### src/rtl/hram_uart_cmd_pkg.sv
// Shared command codes, response constants and FSM encoding for the serial command engine.
package hram_uart_cmd_pkg;

  localparam int unsigned FRAME_BYTES = 5;
  localparam int unsigned RESP_BYTES  = 4;

  localparam logic [7:0] CMD_ADDR     = 8'h01;
  localparam logic [7:0] CMD_LOAD     = 8'h02;
  localparam logic [7:0] CMD_WRITE    = 8'h03;
  localparam logic [7:0] CMD_READ     = 8'h04;
  localparam logic [7:0] CMD_READ_REQ = 8'h05;
  localparam logic [7:0] CMD_COUNT    = 8'h06;
  localparam logic [7:0] CMD_CONST    = 8'h07;

  localparam logic [31:0] RESP_BAD = 32'hFFFF_FFFF;

  typedef enum logic [2:0] {
    ST_IDLE,
    ST_WAIT_BUSY,
    ST_REQ,
    ST_TX_LOAD,
    ST_TX_WAIT_LO,
    ST_TX_WAIT_HI
  } state_t;

endpackage

### src/rtl/hram_uart_cmd_frame_rx.sv
// Assembles 5-byte command frames from UART bytes with inter-byte timeout resync.
module hram_frame_rx
  import hram_uart_cmd_pkg::*;
#(
  parameter int unsigned TIMEOUT_CYCLES = 12000
) (
  input  logic        clk,
  input  logic        reset,
  input  logic        rx_rcv,
  input  logic [7:0]  rx_data,
  output logic        frame_valid,
  output logic [7:0]  cmd,
  output logic [31:0] data,
  output logic        timeout_err
);

  localparam int unsigned TW = $clog2(TIMEOUT_CYCLES + 1);

  logic [39:0]   shift_q;
  logic [2:0]    byte_cnt;
  logic [TW-1:0] to_cnt;

  assign cmd  = shift_q[39:32];
  assign data = shift_q[31:0];

  // Byte shifter, byte counter and idle timeout; a received byte always beats a timeout.
  always_ff @(posedge clk or posedge reset) begin
    if (reset) begin
      shift_q     <= '0;
      byte_cnt    <= '0;
      to_cnt      <= '0;
      frame_valid <= 1'b0;
      timeout_err <= 1'b0;
    end else begin
      frame_valid <= 1'b0;
      timeout_err <= 1'b0;
      if (rx_rcv) begin
        shift_q <= {shift_q[31:0], rx_data};
        to_cnt  <= '0;
        if (byte_cnt == 3'(FRAME_BYTES - 1)) begin
          byte_cnt    <= '0;
          frame_valid <= 1'b1;
        end else begin
          byte_cnt <= byte_cnt + 3'd1;
        end
      end else if (byte_cnt != 3'd0) begin
        if (to_cnt == TW'(TIMEOUT_CYCLES - 1)) begin
          byte_cnt    <= '0;
          to_cnt      <= '0;
          timeout_err <= 1'b1;
        end else begin
          to_cnt <= to_cnt + TW'(1);
        end
      end else begin
        to_cnt <= '0;
      end
    end
  end

endmodule

### src/rtl/hram_uart_cmd.sv
// Serial command engine: decodes UART frames, drives hyper_xface requests, returns 4-byte responses.
module hram_uart_cmd
  import hram_uart_cmd_pkg::*;
#(
  parameter int unsigned TIMEOUT_CYCLES = 12000,
  parameter logic [31:0] CONST_VAL      = 32'd259
) (
  input  logic        clk,
  input  logic        reset,
  input  logic        rx_rcv,
  input  logic [7:0]  rx_data,
  output logic        tx_start,
  output logic [7:0]  tx_data,
  input  logic        tx_ready,
  input  logic        hr_busy,
  output logic        hr_rd_req,
  output logic        hr_wr_req,
  output logic [31:0] hr_addr,
  output logic [31:0] hr_wr_d,
  input  logic [31:0] hr_rd_d,
  input  logic        hr_rd_rdy,
  output logic        frame_err
);

  logic        frame_valid;
  logic [7:0]  cmd;
  logic [31:0] data;
  logic        timeout_err;

  hram_frame_rx #(
    .TIMEOUT_CYCLES(TIMEOUT_CYCLES)
  ) u_frame_rx (
    .clk         (clk),
    .reset       (reset),
    .rx_rcv      (rx_rcv),
    .rx_data     (rx_data),
    .frame_valid (frame_valid),
    .cmd         (cmd),
    .data        (data),
    .timeout_err (timeout_err)
  );

  state_t      state, state_nxt;
  logic [31:0] resp, resp_nxt;
  logic [2:0]  bytes_left, bytes_left_nxt;
  logic        is_rd, is_rd_nxt;
  logic [31:0] count, count_nxt;
  logic [31:0] rd_latch;
  logic [31:0] hr_addr_nxt, hr_wr_d_nxt;
  logic [7:0]  tx_data_nxt;
  logic        tx_start_nxt, hr_rd_req_nxt, hr_wr_req_nxt, frame_err_nxt;

  // State and output registers; reset aborts any request or transmission in flight.
  always_ff @(posedge clk or posedge reset) begin
    if (reset) begin
      state      <= ST_IDLE;
      resp       <= '0;
      bytes_left <= '0;
      is_rd      <= 1'b0;
      count      <= '0;
      rd_latch   <= '0;
      hr_addr    <= '0;
      hr_wr_d    <= '0;
      tx_data    <= '0;
      tx_start   <= 1'b0;
      hr_rd_req  <= 1'b0;
      hr_wr_req  <= 1'b0;
      frame_err  <= 1'b0;
    end else begin
      state      <= state_nxt;
      resp       <= resp_nxt;
      bytes_left <= bytes_left_nxt;
      is_rd      <= is_rd_nxt;
      count      <= count_nxt;
      if (hr_rd_rdy) rd_latch <= hr_rd_d;
      hr_addr    <= hr_addr_nxt;
      hr_wr_d    <= hr_wr_d_nxt;
      tx_data    <= tx_data_nxt;
      tx_start   <= tx_start_nxt;
      hr_rd_req  <= hr_rd_req_nxt;
      hr_wr_req  <= hr_wr_req_nxt;
      frame_err  <= frame_err_nxt;
    end
  end

  // Command execution, request issue and response byte sequencing.
  always_comb begin
    state_nxt      = state;
    resp_nxt       = resp;
    bytes_left_nxt = bytes_left;
    is_rd_nxt      = is_rd;
    count_nxt      = count;
    hr_addr_nxt    = hr_addr;
    hr_wr_d_nxt    = hr_wr_d;
    tx_data_nxt    = tx_data;
    tx_start_nxt   = 1'b0;
    hr_rd_req_nxt  = 1'b0;
    hr_wr_req_nxt  = 1'b0;
    frame_err_nxt  = timeout_err;

    case (state)
      ST_IDLE: begin
        if (frame_valid) begin
          bytes_left_nxt = 3'(RESP_BYTES);
          state_nxt      = ST_TX_LOAD;
          case (cmd)
            CMD_ADDR: begin
              hr_addr_nxt = data;
              resp_nxt    = data;
            end
            CMD_LOAD: begin
              hr_wr_d_nxt = data;
              resp_nxt    = data;
            end
            CMD_WRITE: begin
              is_rd_nxt = 1'b0;
              resp_nxt  = 32'h0000_0003;
              state_nxt = ST_WAIT_BUSY;
            end
            CMD_READ: resp_nxt = rd_latch;
            CMD_READ_REQ: begin
              is_rd_nxt = 1'b1;
              resp_nxt  = 32'h0000_0005;
              state_nxt = ST_WAIT_BUSY;
            end
            CMD_COUNT: begin
              resp_nxt  = count;
              count_nxt = count + 32'd1;
            end
            CMD_CONST: resp_nxt = CONST_VAL;
            default: begin
              resp_nxt      = RESP_BAD;
              frame_err_nxt = 1'b1;
            end
          endcase
        end
      end
      ST_WAIT_BUSY: begin
        if (!hr_busy) begin
          hr_rd_req_nxt = is_rd;
          hr_wr_req_nxt = !is_rd;
          state_nxt     = ST_REQ;
        end
      end
      ST_REQ: state_nxt = ST_TX_LOAD;
      ST_TX_LOAD: begin
        if (tx_ready) begin
          tx_data_nxt  = resp[31:24];
          tx_start_nxt = 1'b1;
          state_nxt    = ST_TX_WAIT_LO;
        end
      end
      ST_TX_WAIT_LO: begin
        if (!tx_ready) state_nxt = ST_TX_WAIT_HI;
      end
      ST_TX_WAIT_HI: begin
        if (tx_ready) begin
          resp_nxt       = {resp[23:0], 8'h00};
          bytes_left_nxt = bytes_left - 3'd1;
          state_nxt      = (bytes_left == 3'd1) ? ST_IDLE : ST_TX_LOAD;
        end
      end
      default: state_nxt = ST_IDLE;
    endcase

    // A frame arriving while busy with the previous one is discarded.
    if (frame_valid && (state != ST_IDLE)) frame_err_nxt = 1'b1;
  end

endmodule

### config.mk
export PLATFORM = sky130hd
export DESIGN_NAME = hram_uart_cmd
export DESIGN_NICKNAME = d
export VERILOG_FILES = /design/src/rtl/hram_uart_cmd_pkg.sv /design/src/rtl/hram_uart_cmd_frame_rx.sv /design/src/rtl/hram_uart_cmd.sv
export SDC_FILE = /design/constraint.sdc
export NUM_CORES = 1
export LEC_CHECK = 0
export ABC_AREA = 1
export BUFFER_PORTS_ARGS = -buffer_cell sky130_fd_sc_hd__buf_2
export CORE_AREA = 2 2 167 169
export CTS_CLUSTER_DIAMETER = 80
export DETAILED_ROUTE_END_ITERATION = 7
export DIE_AREA = 0 0 169 171
export PLACE_DENSITY = 0.6
export SLEW_MARGIN = 0
export SYNTH_ARGS = -nofsm -noshare
export SYNTH_HDL_FRONTEND = slang
export SYNTH_HIERARCHICAL = 1
export SYNTH_SLANG_ARGS = --single-unit
### constraint.sdc
create_clock -name clk -period 7.7 [get_ports clk]
set_input_delay 0.77 -clock clk [delete_from_list [all_inputs] [get_ports clk]]
set_output_delay 0.77 -clock clk [all_outputs]
set_load 0.02 [all_outputs]
==> run_results.csv, run 1 <==
group,metric,value,unit
synth,synth-warning-count,6,
timing,rsz_0062_raised_after_global_routing,"no",
global_routing,grt_usage,20.6,%
synth,synthCells,1442,
floorplan,starting_density_of_the_core,41.8,%
route,first_pass_drt_iterations,4,
pwr,cellLeakagePower,0.00681,uW
global_routing,first_global_vias,8923,
finish,fillCellCount,2707,
timing,final.min_clock_period,2.78,ns
finish,final_cell_area,13300,sq um
synth,share_of_the_synthesized_area_in_the_top_cell_type,52.1,%
route,avgViaCountPerCell,4.93,
timing,min_period_over_period,36.1,%
pwr,power_per_cell_area,283,nW/um^2
placement,place.gp.congestion,0.881,
finish,fin_nets,1596,
floorplan,row_count,61,
synth,synth.avg_cell_area,7.92,sq um
cts,hold_bufs_at_cts,0,
route,postRouteWirelength,29200,microns
global_routing,grt_start_max_net_pins,65,
timing,final.setup.tns,0,ns
cts,path_clk_slew,0.06,ns
cts,ctsHtreeMaxLevel,1,
timing,fmaxAchievable,360,MHz
run_status,run_status,"completed",
synth,total_nets_after_synthesis,1495,
pwr,combinationalPowerShare,17.3,%
synth,yosysSeqAreaShare,52.1,%
finish,final_core_utilization,48.8,%
timing,worst-slew-pin-transition,1.13,ns
timing,fin_worst_hold_slack,0.298,ns
timing,hold_violations,0,
timing,fin_worst_skew,0.0128,ns
global_routing,grt_pass1_wl,47400,microns
finish,final_layout_size_suffix_gt1_share,15.7,%
synth,synth.distinct_cells,36,
timing,number_of_max_slew_violations_in_the_final_report,0,
floorplan,chipWidth,169,microns
worst_setup_path,r2r_start,"u_frame_rx/shift_q[35]",
floorplan,ioPinCount,122,
worst_setup_path,startpoint,"u_frame_rx/shift_q[35]",
worst_setup_path,arrival,3.21,ns
cts,cts_made_buffers,27,
pwr,power.sequential.fraction,41.8,%
floorplan,fp.dieArea,28900,sq um
floorplan,die_h,171,microns
placement,placement.io_buffers,121,
global_routing,grt_antenna_before_repair,1,
cts,cts_setup_buffers,0,
worst_setup_path,worstSetupStartpointType,"flop",
route,number_of_drc_markers_after_the_initial_detailed_route_iteration,624,
cts,insertion_delay,0.55,ns
pwr,peakVddDrop,232,uV
cts,ctsLongestPathBuffers,3,
finish,area_growth_syn_to_layout,16.7,%
pwr,net_switching_power_of_the_design,1090,uW
finish,mostFrequentLayoutCells,"sky130_fd_sc_hd__nand2_1, sky130_fd_sc_hd__dfrtp_1, sky130_fd_sc_hd__nor2_1",
placement,dp_cell_count,1860,
run,cap_violations,0,
worst_setup_path,worst-setup-path-type,"flop to flop",
cts,root_buffer,"sky130_fd_sc_hd__clkbuf_16",
placement,hpwl,20500,microns
cts,cts_repair_resize_count,0,
finish,antenna-diode-count,0,
route,detailroute.via_count,9418,
timing,maxSlewHeadroom,24.5,%
worst_hold_path,hold_crit_path_type,"input port to async pin",
worst_setup_path,crit_path_end_kind,"flop",
finish,final_cell_count_no_fill,1910,
global_routing,global_route_congestion_overflow_total,0,
pwr,sw_frac_of_total,29.0,%
pwr,cellInternalPower,2680,uW
synth,area_contributors_post_synth,"sky130_fd_sc_hd__dfrtp_1, sky130_fd_sc_hd__nand2_1, sky130_fd_sc_hd__nor2_1",
cts,tritoncts,"built",
floorplan,placeableCoreArea,27300,sq um
placement,place_area,12300,sq um
synth,mappedNetlistArea,11400,sq um
cts,clock_sinks,238,
worst_setup_path,cp_data_required_time,8.13,ns
route,route.antenna.remaining_nets,0,
finish,final_common_cell,"sky130_fd_sc_hd__nand2_1",
route,routed_wire_length_per_instance,15.3,microns
timing,finalSetupViolations,0,
route,route.detailed.drc,0,
pwr,power.share.clock,40.9,%
worst_setup_path,path_max_fanout,26,
synth,synth_largest_area_cell,"sky130_fd_sc_hd__dfrtp_1",
synth,ys_ff_latch,238,
[power groups by stage]
stage | combinational, uW | clock [uW] | sequential, uW
after global routing | 756 | 1630 | 1600
after floorplan | 448 | 0 | 1610
after global placement | 648 | 0 | 1590
final | 655 | 1550 | 1580
after detailed placement | 660 | 0 | 1600
after CTS | 665 | 1580 | 1580
[sequential cells by signal (all words and copies together), names as in the netlist, 8 cells and up]
name	flops
u_frame_rx/shift_q	40
count	32
hr_addr	32
hr_wr_d	32
rd_latch	32
resp	32
u_frame_rx/to_cnt	14
tx_data	8
[final timing paths]
kind                              end  slack, ns  depth (start not counted)
setup / recovery             resp[30]       4.92                          9
hold / removal             hr_wr_d[4]       0.30                          2
setup reg to reg             resp[30]       4.92                          9
hold reg to reg            tx_data[4]       0.46                          2
max in group asynchronous     resp[0]       5.44                          4
min in group clk            hr_wr_req       0.40                          2
[stage by stage]
step	power, uW	worst slack (ns)
after detailed placement	2260	4.74
final	3780	4.92
after global placement	2240	4.76
after CTS	3820	4.86
after global routing	3990	4.56
after floorplan	2060	2.07
[cells in the mapped netlist]
cell / number
sky130_fd_sc_hd__nor2_1: 173
sky130_fd_sc_hd__nand2_4: 3
sky130_fd_sc_hd__and2_1: 1
sky130_fd_sc_hd__a21o_1: 1
sky130_fd_sc_hd__a21oi_1: 10
sky130_fd_sc_hd__nor3b_1: 1
sky130_fd_sc_hd__dfrtp_1: 238
sky130_fd_sc_hd__nor2_8: 2
sky130_fd_sc_hd__mux2_2: 27
sky130_fd_sc_hd__nor2_2: 6
sky130_fd_sc_hd__inv_1: 117
sky130_fd_sc_hd__ha_1: 7
sky130_fd_sc_hd__xnor2_1: 5
sky130_fd_sc_hd__nand2_1: 536
sky130_fd_sc_hd__nor3_1: 11
sky130_fd_sc_hd__buf_2: 25
sky130_fd_sc_hd__buf_4: 6
sky130_fd_sc_hd__inv_4: 1
sky130_fd_sc_hd__nand3_2: 6
sky130_fd_sc_hd__nor2_4: 6
sky130_fd_sc_hd__a21boi_0: 1
sky130_fd_sc_hd__inv_2: 9
sky130_fd_sc_hd__a21o_2: 1
sky130_fd_sc_hd__nor4_1: 1
sky130_fd_sc_hd__o211ai_1: 1
sky130_fd_sc_hd__o22ai_1: 1
sky130_fd_sc_hd__o21ai_0: 91
sky130_fd_sc_hd__clkbuf_1: 23
sky130_fd_sc_hd__nor3_2: 4
sky130_fd_sc_hd__xor2_1: 14
sky130_fd_sc_hd__nand3_4: 2
sky130_fd_sc_hd__o21bai_1: 1
sky130_fd_sc_hd__nand3_1: 96
sky130_fd_sc_hd__nand4_1: 9
sky130_fd_sc_hd__nand2_2: 5
sky130_fd_sc_hd__o31ai_1: 1
[critical path: stages, from the launching register on]
cell,delay [ns]
sky130_fd_sc_hd__dfrtp_1,0.39
sky130_fd_sc_hd__inv_2,0.08
sky130_fd_sc_hd__nand2_2,0.09
sky130_fd_sc_hd__nor2_2,0.81
sky130_fd_sc_hd__inv_1,0.15
sky130_fd_sc_hd__nand4_1,0.52
sky130_fd_sc_hd__buf_4,0.36
sky130_fd_sc_hd__nand3_1,0.11
sky130_fd_sc_hd__nand2_1,0.10
sky130_fd_sc_hd__nand2_1,0.06
[metal layers]
layer,track usage (%),share of wire [%],vias to the layer above
met4,5.98,2.9,2
met1,29.9,48,4420
li1,-,-,4699
met2,31.3,43,246
met5,0,0.038,-
met3,3.98,6.0,51
[cell families (layout without fill, tap and decap cells)]
kind of cell	count (synthesis)	count (layout)	synth area share [%]
DFF	238	238	52.1
AOI/OAI and AO/OA	108	108	4.88
xor gates and xnor gates	19	19	1.46
adders and majority gates	7	7	0.767
muxes	27	27	2.66
and+or+nand+nor	862	862	31.7
buffers and inverters	181	303	6.44
[area by class of cell]
class / count / area, sq um / share of cell area [%]
Tap cell: 346 / 433 / 3.25
Clock inverter: 15 / 340 / 2.55
Timing Repair Buffer: 126 / 643 / 4.82
Sequential cell: 238 / 5960 / 44.7
Multi-Input combinational cell: 1023 / 4730 / 35.5
Clock buffer: 35 / 746 / 5.59
Inverter: 127 / 484 / 3.63
(Power assumes the default switching activity.)
==> run 2: changes to the inputs <==
--- a/config.mk
+++ b/config.mk
@@ -5,13 +5,13 @@
 export SDC_FILE = /design/constraint.sdc
 export NUM_CORES = 1
 export LEC_CHECK = 0
-export ABC_AREA = 1
+export ABC_AREA = 0
 export BUFFER_PORTS_ARGS = -buffer_cell sky130_fd_sc_hd__buf_2
-export CORE_AREA = 2 2 167 169
+export CORE_AREA = 2 2 159 161
 export CTS_CLUSTER_DIAMETER = 80
 export DETAILED_ROUTE_END_ITERATION = 7
-export DIE_AREA = 0 0 169 171
-export PLACE_DENSITY = 0.6
+export DIE_AREA = 0 0 161 163
+export PLACE_DENSITY = 0.62
 export SLEW_MARGIN = 0
 export SYNTH_ARGS = -nofsm -noshare
 export SYNTH_HDL_FRONTEND = slang
==> constraint.sdc (replaced) <==
create_clock -name clk -period 2.5 [get_ports clk]
set_input_delay 0.25 -clock clk [delete_from_list [all_inputs] [get_ports clk]]
set_output_delay 0.25 -clock clk [all_outputs]
set_load 0.02 [all_outputs]
==> run 2 against run 1 <==
Effect of this change: via count fell by 25%; largest power group unchanged; synthesized cell count fell by 43%; largest cell class unchanged; clock skew fell by 0.0032 ns; non-clock buffer count grew 68; sequential power rose to 3.1 times the previous value; global-route usage down 1.4 points; clock-buffer cell count rose by 1; cell count down 30%; clock power increased to 2.6 times the previous value; die area is 9.2% lower; area after synthesis decreased by 9.1%; highest routed layer unchanged.
==> run_results.csv, run 2 <==
group,metric,value,unit
run_status,run_status,"completed",
pwr,power.share.clock,36.4,%
timing,fmaxAchievable,434,MHz
timing,number_of_max_slew_violations_in_the_final_report,0,
placement,pre_cts_slack,0.103,ns
worst_setup_path,crit_path_end_kind,"flop",
route,met1_length,11300,microns
floorplan,placeableCoreArea,24700,sq um
synth,asyncSetResetFlopFracSynth,100,%
route,number_of_drc_markers_after_the_initial_detailed_route_iteration,455,
route,route.antenna.remaining_nets,0,
synth,synth_most_common_cell,"sky130_fd_sc_hd__dfrtp_1",
route,top_layer_used,"met5",
timing,worst_setup_slack_after_layout,0.195,ns
worst_setup_path,worstSetupStartpointType,"flop",
timing,hold_violations,0,
route,wl_met2,11700,microns
worst_setup_path,worst-setup-path-type,"flop to flop",
route,avgViaCountPerCell,5.26,
cts,tritoncts,"built",
worst_setup_path,r2r_start,"state[1]",
route,postRouteWirelength,24800,microns
floorplan,fp.dieArea,26200,sq um
finish,final_layout_size_suffix_gt1_share,37.1,%
timing,min_period_over_period,92.2,%
global_routing,first_global_vias,7014,
worst_setup_path,path_max_fanout,4,
pwr,power_per_cell_area,857,nW/um^2
finish,final_cell_count_no_fill,1337,
global_routing,grt_pass1_wl,39500,microns
worst_setup_path,rrSetupSlack,0.20,ns
synth,ys_dominant_reg_cell,"sky130_fd_sc_hd__dfrtp_1",
timing,final.setup.tns,0,ns
timing,finalSetupViolations,0,
synth,post_synth_most_frequent_cells,"sky130_fd_sc_hd__dfrtp_1, sky130_fd_sc_hd__mux2_2, sky130_fd_sc_hd__nor2_1, sky130_fd_sc_hd__clkbuf_1, sky130_fd_sc_hd__nor3_1",
synth,mappedNetlistArea,10400,sq um
pwr,cellLeakagePower,0.00602,uW
cts,insertion_delay,0.53,ns
cts,ctsLongestPathBuffers,3,
worst_hold_path,min_to,"hr_wr_req",
route,detailroute.via_count,7030,
worst_hold_path,holdPathStages,4,
cts,clock_sinks,238,
finish,top_register,"u_frame_rx/shift_q",
synth,synth.distinct_cells,57,
finish,antenna-diode-count,0,
worst_hold_path,hold_crit_path_type,"input port to flop",
synth,synthCells,820,
worst_setup_path,capturing_point_of_the_worst_reg2reg_path,"count[18]",
worst_setup_path,worst-r2r-cell-count,6,
timing,maxSlewHeadroom,48.0,%
synth,synth-warning-count,6,
run,cap_violations,0,
global_routing,grt_start_max_net_pins,50,
pwr,net_switching_power_of_the_design,3130,uW
finish,largest_reg_flops,40,
cts,root_buffer,"sky130_fd_sc_hd__clkbuf_16",
global_routing,grt_antenna_before_repair,1,
timing,fin_worst_skew,0.00959,ns
placement,dp_cell_count,1251,
global_routing,grt_usage,19.1,%
floorplan,row_count,58,
pwr,power.sequential.fraction,44.7,%
timing,worst-slew-pin-transition,0.780,ns
finish,mostFrequentLayoutCells,"sky130_fd_sc_hd__dfrtp_1, sky130_fd_sc_hd__mux2_2, sky130_fd_sc_hd__buf_2",
floorplan,starting_density_of_the_core,42.1,%
route,route.detailed.drc,0,
finish,fin_nets,1043,
synth,synth_largest_area_cell,"sky130_fd_sc_hd__dfrtp_1",
finish,area_growth_syn_to_layout,24.2,%
pwr,combinationalPowerShare,18.8,%
placement,place.gp.congestion,0.784,
route,route.met3.wl,1140,microns
pwr,sw_frac_of_total,28.3,%
synth,total_nets_after_synthesis,873,
finish,final_core_utilization,52.3,%
route,routed_wire_length_per_instance,18.6,microns
finish,final_common_cell,"sky130_fd_sc_hd__dfrtp_1",
placement,hpwl,16700,microns
timing,rsz_0062_raised_after_global_routing,"no",
cts,ctsHtreeMaxLevel,1,
pwr,peakVddDrop,482,uV
synth,yosysSeqAreaShare,57.3,%
floorplan,die_h,163,microns
worst_setup_path,cp_data_required_time,2.95,ns
cts,cts_made_buffers,26,
synth,number_of_enable_type_register_cells_in_the_synthesized_netlist,0,
synth,synth.avg_cell_area,12.7,sq um
synth,share_of_the_synthesized_area_in_the_top_cell_type,57.3,%
placement,placement.io_buffers,121,
floorplan,ioPinCount,122,
worst_hold_path,worstHoldStart,"hr_busy",
worst_setup_path,arrival,2.76,ns
timing,final.min_clock_period,2.30,ns
synth,area_contributors_post_synth,"sky130_fd_sc_hd__dfrtp_1, sky130_fd_sc_hd__mux2_2, sky130_fd_sc_hd__xnor2_1",
global_routing,global_route_congestion_overflow_total,0,
floorplan,chipWidth,161,microns
timing,fin_worst_hold_slack,0.0359,ns
route,first_pass_drt_iterations,6,
pwr,cellInternalPower,7930,uW
cts,path_clk_slew,0.06,ns
synth,ys_ff_latch,238,
==> run 2: cell types whose count changed after synthesis, sizes merged, moves of 8 or more <==
| cell | previous run | this run |
|---|---|---|
| a211oi | 0 | 24 |
| a22oi | 0 | 29 |
| and3 | 0 | 13 |
| and4 | 0 | 8 |
| buf | 31 | 14 |
| clkbuf | 23 | 38 |
| inv | 127 | 13 |
| mux2 | 27 | 167 |
| nand2 | 544 | 29 |
| nand3 | 104 | 18 |
| nor2 | 187 | 54 |
| nor3 | 15 | 32 |
| o21ai | 91 | 11 |
| xnor2 | 5 | 26 |
==> run 2: metal layers <==
| metal | up-vias | GRT usage (%) |
|---|---|---|
| met5 | - | 0 |
| met4 | 2 | 5.15 |
| met3 | 41 | 2.85 |
| met2 | 171 | 31.3 |
| met1 | 3518 | 26.8 |
| li1 | 3298 | - |
==> run 2: final cells by class <==
| cell class | instances | area, sq um |
|---|---|---|
| Fill cell | 2156 | 11800 |
| Inverter | 13 | 52.6 |
| Sequential cell | 238 | 5960 |
| Timing Repair Buffer | 194 | 1380 |
| Multi-Input combinational cell | 517 | 4180 |
| Tap cell | 330 | 413 |
| Clock inverter | 9 | 150 |
| Clock buffer | 36 | 759 |
==> run 2: kinds of logic after synthesis <==
| group | share of synthesized area, % |
|---|---|
| fa+ha+maj | 0.843 |
| compound gates | 6.77 |
| mux | 18.3 |
| simple gates | 10.2 |
| buf+inv | 2.64 |
| xor+xnor | 3.95 |
| flops | 57.3 |
==> run 2: how the worst max path moves through the flow <==
stage,startpoint,endpoint,slack (ns)
after floorplan,reset,bytes_left[0],-0.04
after global placement,u_frame_rx/shift_q[37],count[18],0.14
after detailed placement,u_frame_rx/shift_q[37],count[20],0.10
after CTS,u_frame_rx/shift_q[37],count[20],0.1
after global routing,state[1],count[11],0.03
final,state[1],count[18],0.20
==> run 2: what timing repair did <==
action	CTS	global route
setup endpoints to repair	0	1
hold buffers	41	0
gates resized for setup	0	1
endpoints found under the hold margin	79	0
buffers inserted	0	0
==> run 2: power groups by stage <==
stage,registers [uW],clock network [uW],logic (uW)
floorplan,4910,0,1370
global placement,4990,0,2000
detailed placement,5010,0,2030
CTS,4950,4120,2100
global route,5010,4280,2320
finish,4940,4030,2080
==> run 2: metrics by stage <==
step,instance area (sq um),total power [uW]
final,12900,11100
after global routing,12900,11600
after CTS,12900,11200
after detailed placement,11600,7040
after global placement,11600,7000
after floorplan,10400,6280
==> run 2: worst max-delay path, cell delays in order, from the launching register on <==
cell and delay, ns:
sky130_fd_sc_hd__dfrtp_1 0.37, sky130_fd_sc_hd__or4b_1 0.62, sky130_fd_sc_hd__or4_4 0.59, sky130_fd_sc_hd__nor2b_2 0.18, sky130_fd_sc_hd__buf_4 0.13, sky130_fd_sc_hd__and4_4 0.23
sky130_fd_sc_hd__xor2_2 0.12
